**src/rtl/k16_host_ctrl_if.sv**
```systemverilog
// Host byte-stream link between the UART/FIFO bridge and the K16 host controller.
// master = host bridge side, slave = controller side.
interface k16_host_ctrl_if;
    logic [7:0] rx_data;
    logic       rx_valid;
    logic       rx_ready;
    logic [7:0] tx_data;
    logic       tx_valid;
    logic       tx_ready;

    modport master (
        output rx_data, rx_valid, tx_ready,
        input  rx_ready, tx_data, tx_valid
    );

    modport slave (
        input  rx_data, rx_valid, tx_ready,
        output rx_ready, tx_data, tx_valid
    );
endinterface

```
**src/rtl/k16_host_ctrl.sv**
```systemverilog
// K16 boot/debug controller: loads program memory, peeks/pokes data memory,
// runs the core and reports HALT back to the host over a byte stream.
module k16_host_ctrl #(
    parameter int unsigned HALT_CYCLES = 3
) (
    input  logic                 clk,
    input  logic                 rst,
    k16_host_ctrl_if.slave       host,
    output logic                 cpu_rst,
    input  logic [23:0]          cpu_p,
    input  logic [15:0]          cpu_p_addr,
    input  logic [15:0]          cpu_d_addr,
    input  logic [15:0]          cpu_w_data,
    input  logic                 cpu_we,
    output logic [15:0]          pm_addr,
    output logic [23:0]          pm_wdata,
    output logic                 pm_we,
    output logic [15:0]          dm_addr,
    output logic [15:0]          dm_wdata,
    output logic                 dm_we,
    input  logic [15:0]          dm_rdata
);

    localparam int unsigned AW  = 16;
    localparam int unsigned PW  = 24;
    localparam int unsigned DW  = 16;
    localparam int unsigned BW  = 8;
    localparam int unsigned HCW = $clog2(HALT_CYCLES + 1);

    localparam logic [BW-1:0] OP_LOADP  = 8'h01;
    localparam logic [BW-1:0] OP_WRITED = 8'h02;
    localparam logic [BW-1:0] OP_READD  = 8'h03;
    localparam logic [BW-1:0] OP_RUN    = 8'h04;
    localparam logic [BW-1:0] OP_STOP   = 8'h05;
    localparam logic [BW-1:0] RSP_ACK   = 8'h55;
    localparam logic [BW-1:0] RSP_NAK   = 8'hEE;
    localparam logic [BW-1:0] RSP_HALT  = 8'hAA;
    localparam logic [BW-1:0] HALT_OPC  = 8'h01;

    typedef enum logic [2:0] {
        S_IDLE, S_ARG, S_PWR, S_DWR, S_DRD, S_TX, S_RUN
    } state_e;

    state_e          state_q, state_d;
    logic [BW-1:0]   op_q, op_d;
    logic [2:0]      idx_q, idx_d;
    logic [AW-1:0]   addr_q, addr_d;
    logic [PW-1:0]   word_q, word_d;
    logic [8:0]      wleft_q, wleft_d;
    logic [BW-1:0]   tx_data_q, tx_data_d;
    logic            tx_valid_q, tx_valid_d;
    logic [15:0]     rsp_q, rsp_d;
    logic [1:0]      rsp_n_q, rsp_n_d;
    logic            rx_ready_q, rx_ready_d;
    logic            cpu_rst_q, cpu_rst_d;
    logic [AW-1:0]   pm_addr_q, pm_addr_d;
    logic [PW-1:0]   pm_wdata_q, pm_wdata_d;
    logic            pm_we_q, pm_we_d;
    logic [AW-1:0]   dm_addr_q, dm_addr_d;
    logic [DW-1:0]   dm_wdata_q, dm_wdata_d;
    logic            dm_we_q, dm_we_d;
    logic [HCW-1:0]  hc_q, hc_d;
    logic [AW-1:0]   haddr_q, haddr_d;

    logic            rx_fire, tx_fire, is_run, is_halt_op;
    logic            last_pm_byte, last_dw_byte, last_dr_byte;
    logic [HCW-1:0]  hc_next;
    logic            halt_hit;
    logic            unused_bits;

    assign rx_fire      = host.rx_valid && rx_ready_q;
    assign tx_fire      = tx_valid_q && host.tx_ready;
    assign is_run       = (state_q == S_RUN);
    assign last_pm_byte = (op_q == OP_LOADP)  && (idx_q == 3'd5);
    assign last_dw_byte = (op_q == OP_WRITED) && (idx_q == 3'd3);
    assign last_dr_byte = (op_q == OP_READD)  && (idx_q == 3'd1);
    assign is_halt_op   = (cpu_p[23:16] == HALT_OPC);
    assign unused_bits  = ^cpu_p[15:0];

    // HALT must be seen at one unchanging address; a new address restarts the run at 1.
    always_comb begin
        hc_next = '0;
        if (is_halt_op) begin
            if (hc_q != '0 && cpu_p_addr == haddr_q)
                hc_next = (hc_q == HCW'(HALT_CYCLES)) ? hc_q : hc_q + HCW'(1);
            else
                hc_next = HCW'(1);
        end
    end

    // Halt waits while a reply byte is in flight or a byte is being consumed.
    assign halt_hit = is_run && (hc_next == HCW'(HALT_CYCLES)) && !tx_valid_q && !rx_fire;

    always_ff @(posedge clk or posedge rst) begin
        if (rst) state_q <= S_IDLE;
        else     state_q <= state_d;
    end

    always_comb begin
        state_d = state_q;
        case (state_q)
            S_IDLE: if (rx_fire) begin
                case (host.rx_data)
                    OP_LOADP, OP_WRITED, OP_READD: state_d = S_ARG;
                    OP_RUN:                        state_d = S_RUN;
                    default:                       state_d = S_TX;
                endcase
            end
            S_ARG: if (rx_fire) begin
                if (last_pm_byte)      state_d = S_PWR;
                else if (last_dw_byte) state_d = S_DWR;
                else if (last_dr_byte) state_d = S_DRD;
            end
            S_PWR:   state_d = (wleft_q == 9'd1) ? S_TX : S_ARG;
            S_DWR:   state_d = S_TX;
            S_DRD:   state_d = S_TX;
            S_TX:    if (tx_fire && rsp_n_q == 2'd0) state_d = S_IDLE;
            S_RUN: begin
                if (rx_fire && host.rx_data == OP_STOP) state_d = S_TX;
                else if (halt_hit)                      state_d = S_TX;
            end
            default: state_d = S_IDLE;
        endcase
    end

    always_comb begin
        op_d       = op_q;
        idx_d      = idx_q;
        addr_d     = addr_q;
        word_d     = word_q;
        wleft_d    = wleft_q;
        tx_data_d  = tx_data_q;
        tx_valid_d = tx_valid_q;
        rsp_d      = rsp_q;
        rsp_n_d    = rsp_n_q;
        cpu_rst_d  = cpu_rst_q;
        pm_addr_d  = pm_addr_q;
        pm_wdata_d = pm_wdata_q;
        pm_we_d    = 1'b0;
        dm_addr_d  = dm_addr_q;
        dm_wdata_d = dm_wdata_q;
        dm_we_d    = 1'b0;
        hc_d       = '0;
        haddr_d    = haddr_q;

        // Response shifter: next byte goes out the cycle after each handshake.
        if (tx_fire) begin
            if (rsp_n_q != 2'd0) begin
                tx_data_d = rsp_q[15:8];
                rsp_d     = {rsp_q[7:0], 8'h00};
                rsp_n_d   = rsp_n_q - 2'd1;
            end else begin
                tx_valid_d = 1'b0;
            end
        end

        case (state_q)
            S_IDLE: if (rx_fire) begin
                op_d  = host.rx_data;
                idx_d = 3'd0;
                case (host.rx_data)
                    OP_LOADP, OP_WRITED, OP_READD: ;
                    OP_RUN: cpu_rst_d = 1'b0;
                    OP_STOP: begin
                        cpu_rst_d  = 1'b1;
                        tx_data_d  = RSP_ACK;
                        tx_valid_d = 1'b1;
                        rsp_n_d    = 2'd0;
                    end
                    default: begin
                        tx_data_d  = RSP_NAK;
                        tx_valid_d = 1'b1;
                        rsp_n_d    = 2'd0;
                    end
                endcase
            end
            S_ARG: if (rx_fire) begin
                idx_d = idx_q + 3'd1;
                if (idx_q < 3'd2) addr_d = {addr_q[7:0], host.rx_data};
                else              word_d = {word_q[15:0], host.rx_data};
                if (op_q == OP_LOADP && idx_q == 3'd2)
                    wleft_d = {host.rx_data == 8'h00, host.rx_data};
                if (last_pm_byte) begin
                    pm_we_d    = 1'b1;
                    pm_addr_d  = addr_q;
                    pm_wdata_d = {word_q[15:0], host.rx_data};
                end
                if (last_dw_byte) begin
                    dm_we_d    = 1'b1;
                    dm_addr_d  = addr_q;
                    dm_wdata_d = {word_q[7:0], host.rx_data};
                end
                if (last_dr_byte)
                    dm_addr_d = {addr_q[7:0], host.rx_data};
            end
            S_PWR: begin
                addr_d  = addr_q + 16'd1;
                wleft_d = wleft_q - 9'd1;
                idx_d   = 3'd3;
                if (wleft_q == 9'd1) begin
                    tx_data_d  = RSP_ACK;
                    tx_valid_d = 1'b1;
                    rsp_n_d    = 2'd0;
                end
            end
            S_DWR: begin
                tx_data_d  = RSP_ACK;
                tx_valid_d = 1'b1;
                rsp_n_d    = 2'd0;
            end
            S_DRD: begin
                tx_data_d  = dm_rdata[15:8];
                rsp_d      = {dm_rdata[7:0], 8'h00};
                rsp_n_d    = 2'd1;
                tx_valid_d = 1'b1;
            end
            S_RUN: begin
                hc_d    = hc_next;
                haddr_d = cpu_p_addr;
                if (rx_fire) begin
                    tx_valid_d = 1'b1;
                    rsp_n_d    = 2'd0;
                    if (host.rx_data == OP_STOP) begin
                        cpu_rst_d = 1'b1;
                        tx_data_d = RSP_ACK;
                        hc_d      = '0;
                    end else begin
                        tx_data_d = RSP_NAK;
                    end
                end else if (halt_hit) begin
                    cpu_rst_d  = 1'b1;
                    tx_data_d  = RSP_HALT;
                    rsp_d      = cpu_p_addr;
                    rsp_n_d    = 2'd2;
                    tx_valid_d = 1'b1;
                end
            end
            default: ;
        endcase
    end

    assign rx_ready_d = (state_d == S_IDLE) || (state_d == S_ARG) ||
                        ((state_d == S_RUN) && !tx_valid_d);

    always_ff @(posedge clk or posedge rst) begin
        if (rst) begin
            op_q       <= '0;
            idx_q      <= '0;
            addr_q     <= '0;
            word_q     <= '0;
            wleft_q    <= '0;
            tx_data_q  <= '0;
            tx_valid_q <= 1'b0;
            rsp_q      <= '0;
            rsp_n_q    <= '0;
            rx_ready_q <= 1'b1;
            cpu_rst_q  <= 1'b1;
            pm_addr_q  <= '0;
            pm_wdata_q <= '0;
            pm_we_q    <= 1'b0;
            dm_addr_q  <= '0;
            dm_wdata_q <= '0;
            dm_we_q    <= 1'b0;
            hc_q       <= '0;
            haddr_q    <= '0;
        end else begin
            op_q       <= op_d;
            idx_q      <= idx_d;
            addr_q     <= addr_d;
            word_q     <= word_d;
            wleft_q    <= wleft_d;
            tx_data_q  <= tx_data_d;
            tx_valid_q <= tx_valid_d;
            rsp_q      <= rsp_d;
            rsp_n_q    <= rsp_n_d;
            rx_ready_q <= rx_ready_d;
            cpu_rst_q  <= cpu_rst_d;
            pm_addr_q  <= pm_addr_d;
            pm_wdata_q <= pm_wdata_d;
            pm_we_q    <= pm_we_d;
            dm_addr_q  <= dm_addr_d;
            dm_wdata_q <= dm_wdata_d;
            dm_we_q    <= dm_we_d;
            hc_q       <= hc_d;
            haddr_q    <= haddr_d;
        end
    end

    // While the core runs it owns the data port outright.
    assign dm_addr  = is_run ? cpu_d_addr : dm_addr_q;
    assign dm_wdata = is_run ? cpu_w_data : dm_wdata_q;
    assign dm_we    = is_run ? cpu_we     : dm_we_q;

    assign host.rx_ready = rx_ready_q;
    assign host.tx_data  = tx_data_q;
    assign host.tx_valid = tx_valid_q;
    assign cpu_rst       = cpu_rst_q;
    assign pm_addr       = pm_addr_q;
    assign pm_wdata      = pm_wdata_q;
    assign pm_we         = pm_we_q;

endmodule

```
**src/flat_wrapper.sv**
```systemverilog
// flat-port wrapper written by rule: the top's interface ports become plain ports
module k16_host_ctrl_flat 
#(
    parameter int unsigned HALT_CYCLES = 3
)
  (clk, rst, cpu_rst, cpu_p, cpu_p_addr, cpu_d_addr, cpu_w_data, cpu_we, pm_addr, pm_wdata, pm_we, dm_addr, dm_wdata, dm_we, dm_rdata, host_rx_data, host_rx_valid, host_tx_ready, host_rx_ready, host_tx_data, host_tx_valid);
  k16_host_ctrl_if host_i ();
  input  logic clk;
  input  logic rst;
  output logic cpu_rst;
  input  logic [23:0] cpu_p;
  input  logic [15:0] cpu_p_addr;
  input  logic [15:0] cpu_d_addr;
  input  logic [15:0] cpu_w_data;
  input  logic cpu_we;
  output logic [15:0] pm_addr;
  output logic [23:0] pm_wdata;
  output logic pm_we;
  output logic [15:0] dm_addr;
  output logic [15:0] dm_wdata;
  output logic dm_we;
  input  logic [15:0] dm_rdata;
  input wire logic [$bits(host_i.rx_data)-1:0] host_rx_data;
  input wire logic [$bits(host_i.rx_valid)-1:0] host_rx_valid;
  input wire logic [$bits(host_i.tx_ready)-1:0] host_tx_ready;
  output wire logic [$bits(host_i.rx_ready)-1:0] host_rx_ready;
  output wire logic [$bits(host_i.tx_data)-1:0] host_tx_data;
  output wire logic [$bits(host_i.tx_valid)-1:0] host_tx_valid;
  assign host_i.rx_data = host_rx_data;
  assign host_i.rx_valid = host_rx_valid;
  assign host_i.tx_ready = host_tx_ready;
  assign host_rx_ready = host_i.rx_ready;
  assign host_tx_data = host_i.tx_data;
  assign host_tx_valid = host_i.tx_valid;
  k16_host_ctrl #(.HALT_CYCLES(HALT_CYCLES)) u_core (.clk(clk), .rst(rst), .host(host_i), .cpu_rst(cpu_rst), .cpu_p(cpu_p), .cpu_p_addr(cpu_p_addr), .cpu_d_addr(cpu_d_addr), .cpu_w_data(cpu_w_data), .cpu_we(cpu_we), .pm_addr(pm_addr), .pm_wdata(pm_wdata), .pm_we(pm_we), .dm_addr(dm_addr), .dm_wdata(dm_wdata), .dm_we(dm_we), .dm_rdata(dm_rdata));
endmodule
```
**config.mk**
```make
export PLATFORM = sky130hd
export DESIGN_NAME = k16_host_ctrl_flat
export DESIGN_NICKNAME = d
export VERILOG_FILES = /design/src/rtl/k16_host_ctrl_if.sv /design/src/rtl/k16_host_ctrl.sv /design/src/flat_wrapper.sv
export SDC_FILE = /design/constraint.sdc
export NUM_CORES = 1
export LEC_CHECK = 0
export CORE_ASPECT_RATIO = 0.8
export CORE_MARGIN = 1.5
export CORE_UTILIZATION = 52
export CTS_CLUSTER_SIZE = 16
export DETAILED_ROUTE_END_ITERATION = 10
export PLACE_DENSITY_LB_ADDON = 0.3
export SYNTH_ARGS = -nofsm -noshare
export SYNTH_HDL_FRONTEND = slang
export SYNTH_SLANG_ARGS = --single-unit
```
**constraint.sdc**
```tcl
create_clock -name clk -period 7.1 [get_ports clk]
set_input_delay 1.42 -clock clk [delete_from_list [all_inputs] [get_ports clk]]
set_output_delay 1.42 -clock clk [all_outputs]
set_load 0.05 [all_outputs]
```
==> results.cfg <==
[critical_path]
crit_required_ns = 5.68
cp-end-kind = output pin
worst_r2r_path_depth = 8
cp.arrival_ns = 3.45
critPathKind = reg2out
cp-start-kind = register
critical_path_peak_fanout = 35

[synth]
synth_cells = 900
synth_flop_cell = dfrtp_1
synth_top_area_share_pct = 49.5
netlist-cell-type-count = 67
synth-seq-cells = 176
synth_commonest_cells = 193 x nand2_1, 174 x dfrtp_1, 79 x mux2_2
synth_area_leaders = dfrtp_1 50%, mux2_2 10%, nand2_1 8.2%, a21oi_1 3.8%, mux2i_1 3.1%
synth.largest_area_cell = dfrtp_1
synthesis.nets = 1008
synthArstFlopShare_pct = 100
ys_seq_area_share_pct = 50.1
avgSynthCellArea_um2 = 9.77
synth_edf_count = 0
yosysWarningCount = 0
netlist_area_um2 = 8790
yosysMostFrequentCell = nand2_1

[clocking]
cts_buffer_depth = 2
htreeDepth = 4
cts_root_buf = clkbuf_16
cts_resized = 0
cts_setup_buffers = 0
clk-insertion-delay-late_ns = 0.43
cts_tree = done
clk_pin_slew_ns = 0.07
postCtsHoldBufs = 0
cts-buffers-inserted = 17
clock_sinks = 176

[routing]
drt-initial-drc-count = 625
wl_met2_um = 10300
drc = 0
highest_layer = met4
vias_per_cell = 5.65
antenna_left = 0
dr_wl_met3_um = 1620
vias = 7236
drt-met1-wl_um = 10200
drt_wl_total_um = 22400
dr.pass1.iters = 6
wl_per_cell_um = 17.5

[layout]
drive_gt1_share_pct = 14.6
diodes = 0
design_area_um2 = 11300
nets = 1156
num-fill-cells = 1286
area_growth_pct = 28.0

[placement]
port-buffer-count = 169
dp_hpwl_um = 15100
gp_congestion = 0.840
postPlaceCellArea_um2 = 10700

[pwr]
p_per_area_nw_per_um2 = 299
irDropWorstVdd_mv = 0.173
p_leak_nw = 4.98

[global_route]
grt_pass1_wl_um = 36700
antenna_found_initial = 0
first_global_vias = 6870
grt_overflow = 0
grt_max_degree = 74
track_usage_pct = 26.6

[sta]
hold_viol = 0
rsz0062_at_grt = false
clock_skew_ns = 0.00823
fin_tns_setup_ns = 0
final_max_slew_viol_count = 0
setup_viol = 0
finalCriticalPeriod_ns = 4.87
fmax_mhz = 205
maxSlewHeadroom_pct = 28.6
worst_pin_slew_ns = 1.07
period_share_pct = 68.6

[floorplan]
core_um2 = 16600
die_h_um = 119
die_w_um = 148
start_util_pct = 53.1
die_area_um2 = 17700
pin_count = 186
rows = 42

[hold_path]
holdPathStages = 1
worst_hold_path_type = reg2reg

[run]
cap_violations = 0

[run_status]
outcome = completed
[metal layers]
metal | up-vias | GRT usage [%]
met1 | 3523 | 38.6
met2 | 253 | 40.3
met3 | 17 | 6.82
met4 | 0 | 5.94
met5 | - | 0
li1 | 3443 | -
[cell families after synthesis]
group                    count (synthesis)  synth area share, %
AND/OR/NAND/NOR                        352                 18.1
multiplexers                           109                 13.6
adder cells (fa/ha/maj)                  7                0.996
flip-flops                             176                 50.1
XOR/XNOR                                17                 1.69
buffers and inverters                   66                 3.15
AO/OA/AOI/OAI                          173                 12.3
[worst max-delay path, stage by stage (launching register included)]
cell	delay, ns
dfrtp_1	0.86
nand3b_2	0.76
buf_4	0.38
nand2_1	0.09
nand2_1	0.09
clkdlybuf4s50_1	0.82
[final timing paths]
check | startpoint | end | slack, ns
max reg2reg | u_core.state_q[0]$_DFF_PP0_ | u_core.host.tx_data[6]$_DFF_PP0_ | 3.86
min reg2reg | u_core.pm_wdata[19]$_DFFE_PP0P_ | u_core.pm_wdata[19]$_DFFE_PP0P_ | 0.50
min | u_core.pm_wdata[19]$_DFFE_PP0P_ | u_core.pm_wdata[19]$_DFFE_PP0P_ | 0.50
max in group asynchronous | rst | u_core.pm_wdata[2]$_DFFE_PP0P_ | 4.44
max | u_core.state_q[0]$_DFF_PP0_ | dm_wdata[10] | 2.23
min in group asynchronous | rst | u_core.haddr_q[15]$_DFFE_PP0P_ | 1.48
[registers in the layout (all words and copies together), names as in the netlist, 3 cells and up]
name,cells
u_core.addr_q,16
u_core.dm_addr_q,16
u_core.dm_wdata_q,16
u_core.haddr_q,16
u_core.host.tx_data,8
u_core.idx_q,3
u_core.op_q,8
u_core.pm_addr,16
u_core.pm_wdata,24
u_core.rsp_q,16
u_core.state_q,3
u_core.wleft_q,9
u_core.word_q,16
[final cells by class]
| type | instances | area, um^2 | area share (%) |
|---|---|---|---|
| inverters | 13 | 53.8 | 0.478 |
| repair buffers | 182 | 1790 | 15.9 |
| clock inverters | 14 | 161 | 1.43 |
| clock buffers | 18 | 439 | 3.90 |
| well taps | 220 | 275 | 2.45 |
| multi-input cells | 658 | 4130 | 36.7 |
| flip-flops and latches | 176 | 4410 | 39.2 |
[through the flow]
stage | cells | hold slack [ns] | setup slack [ns] | power, W | utilization [%]
after CTS | 1281 | 0.496 | 2.22 | 0.00337 | 68.0
after detailed placement | 1249 | 0.479 | 2.70 | 0.00242 | 64.4
after floorplan | 900 | 0.460 | 0.910 | 0.00207 | -
final | 1281 | 0.495 | 2.23 | 0.00337 | 68.0
after global placement | 1249 | 0.468 | 2.74 | 0.00239 | 64.4
after global routing | 1281 | 0.516 | 2.05 | 0.00354 | 68.0
[placed cells by master (no fill, tap or decap), types with 4 or more instances in the layout]
cell and count:
a21oi_1 65, a22o_1 9, a22oi_1 12, a31oi_1 5
and2_1 6, and3_1 4, buf_4 13, clkbuf_16 17
clkdlybuf4s50_1 169, dfrtp_1 174, ha_1 7, inv_1 11
inv_6 6, inv_8 4, mux2_2 79, mux2i_1 27
nand2_1 193, nand2b_1 5, nand3_1 23, nand3b_1 4
nand4_1 7, nor2_1 61, nor3_1 11, nor4_1 7
o21a_1 5, o21ai_0 38, o221a_2 6, o22ai_1 7
xnor2_1 7, xor2_1 10
[power breakdown]
| group | switching (W) | total [W] | internal (W) |
|---|---|---|---|
| combinational | 0.000551 | 0.000960 | 0.000409 |
| clock | 0.000440 | 0.000953 | 0.000513 |
| sequential | 0.000249 | 0.00145 | 0.00121 |
| total | 0.00124 | 0.00337 | 0.00213 |
Note: power is estimated with default switching activity, not from simulation.
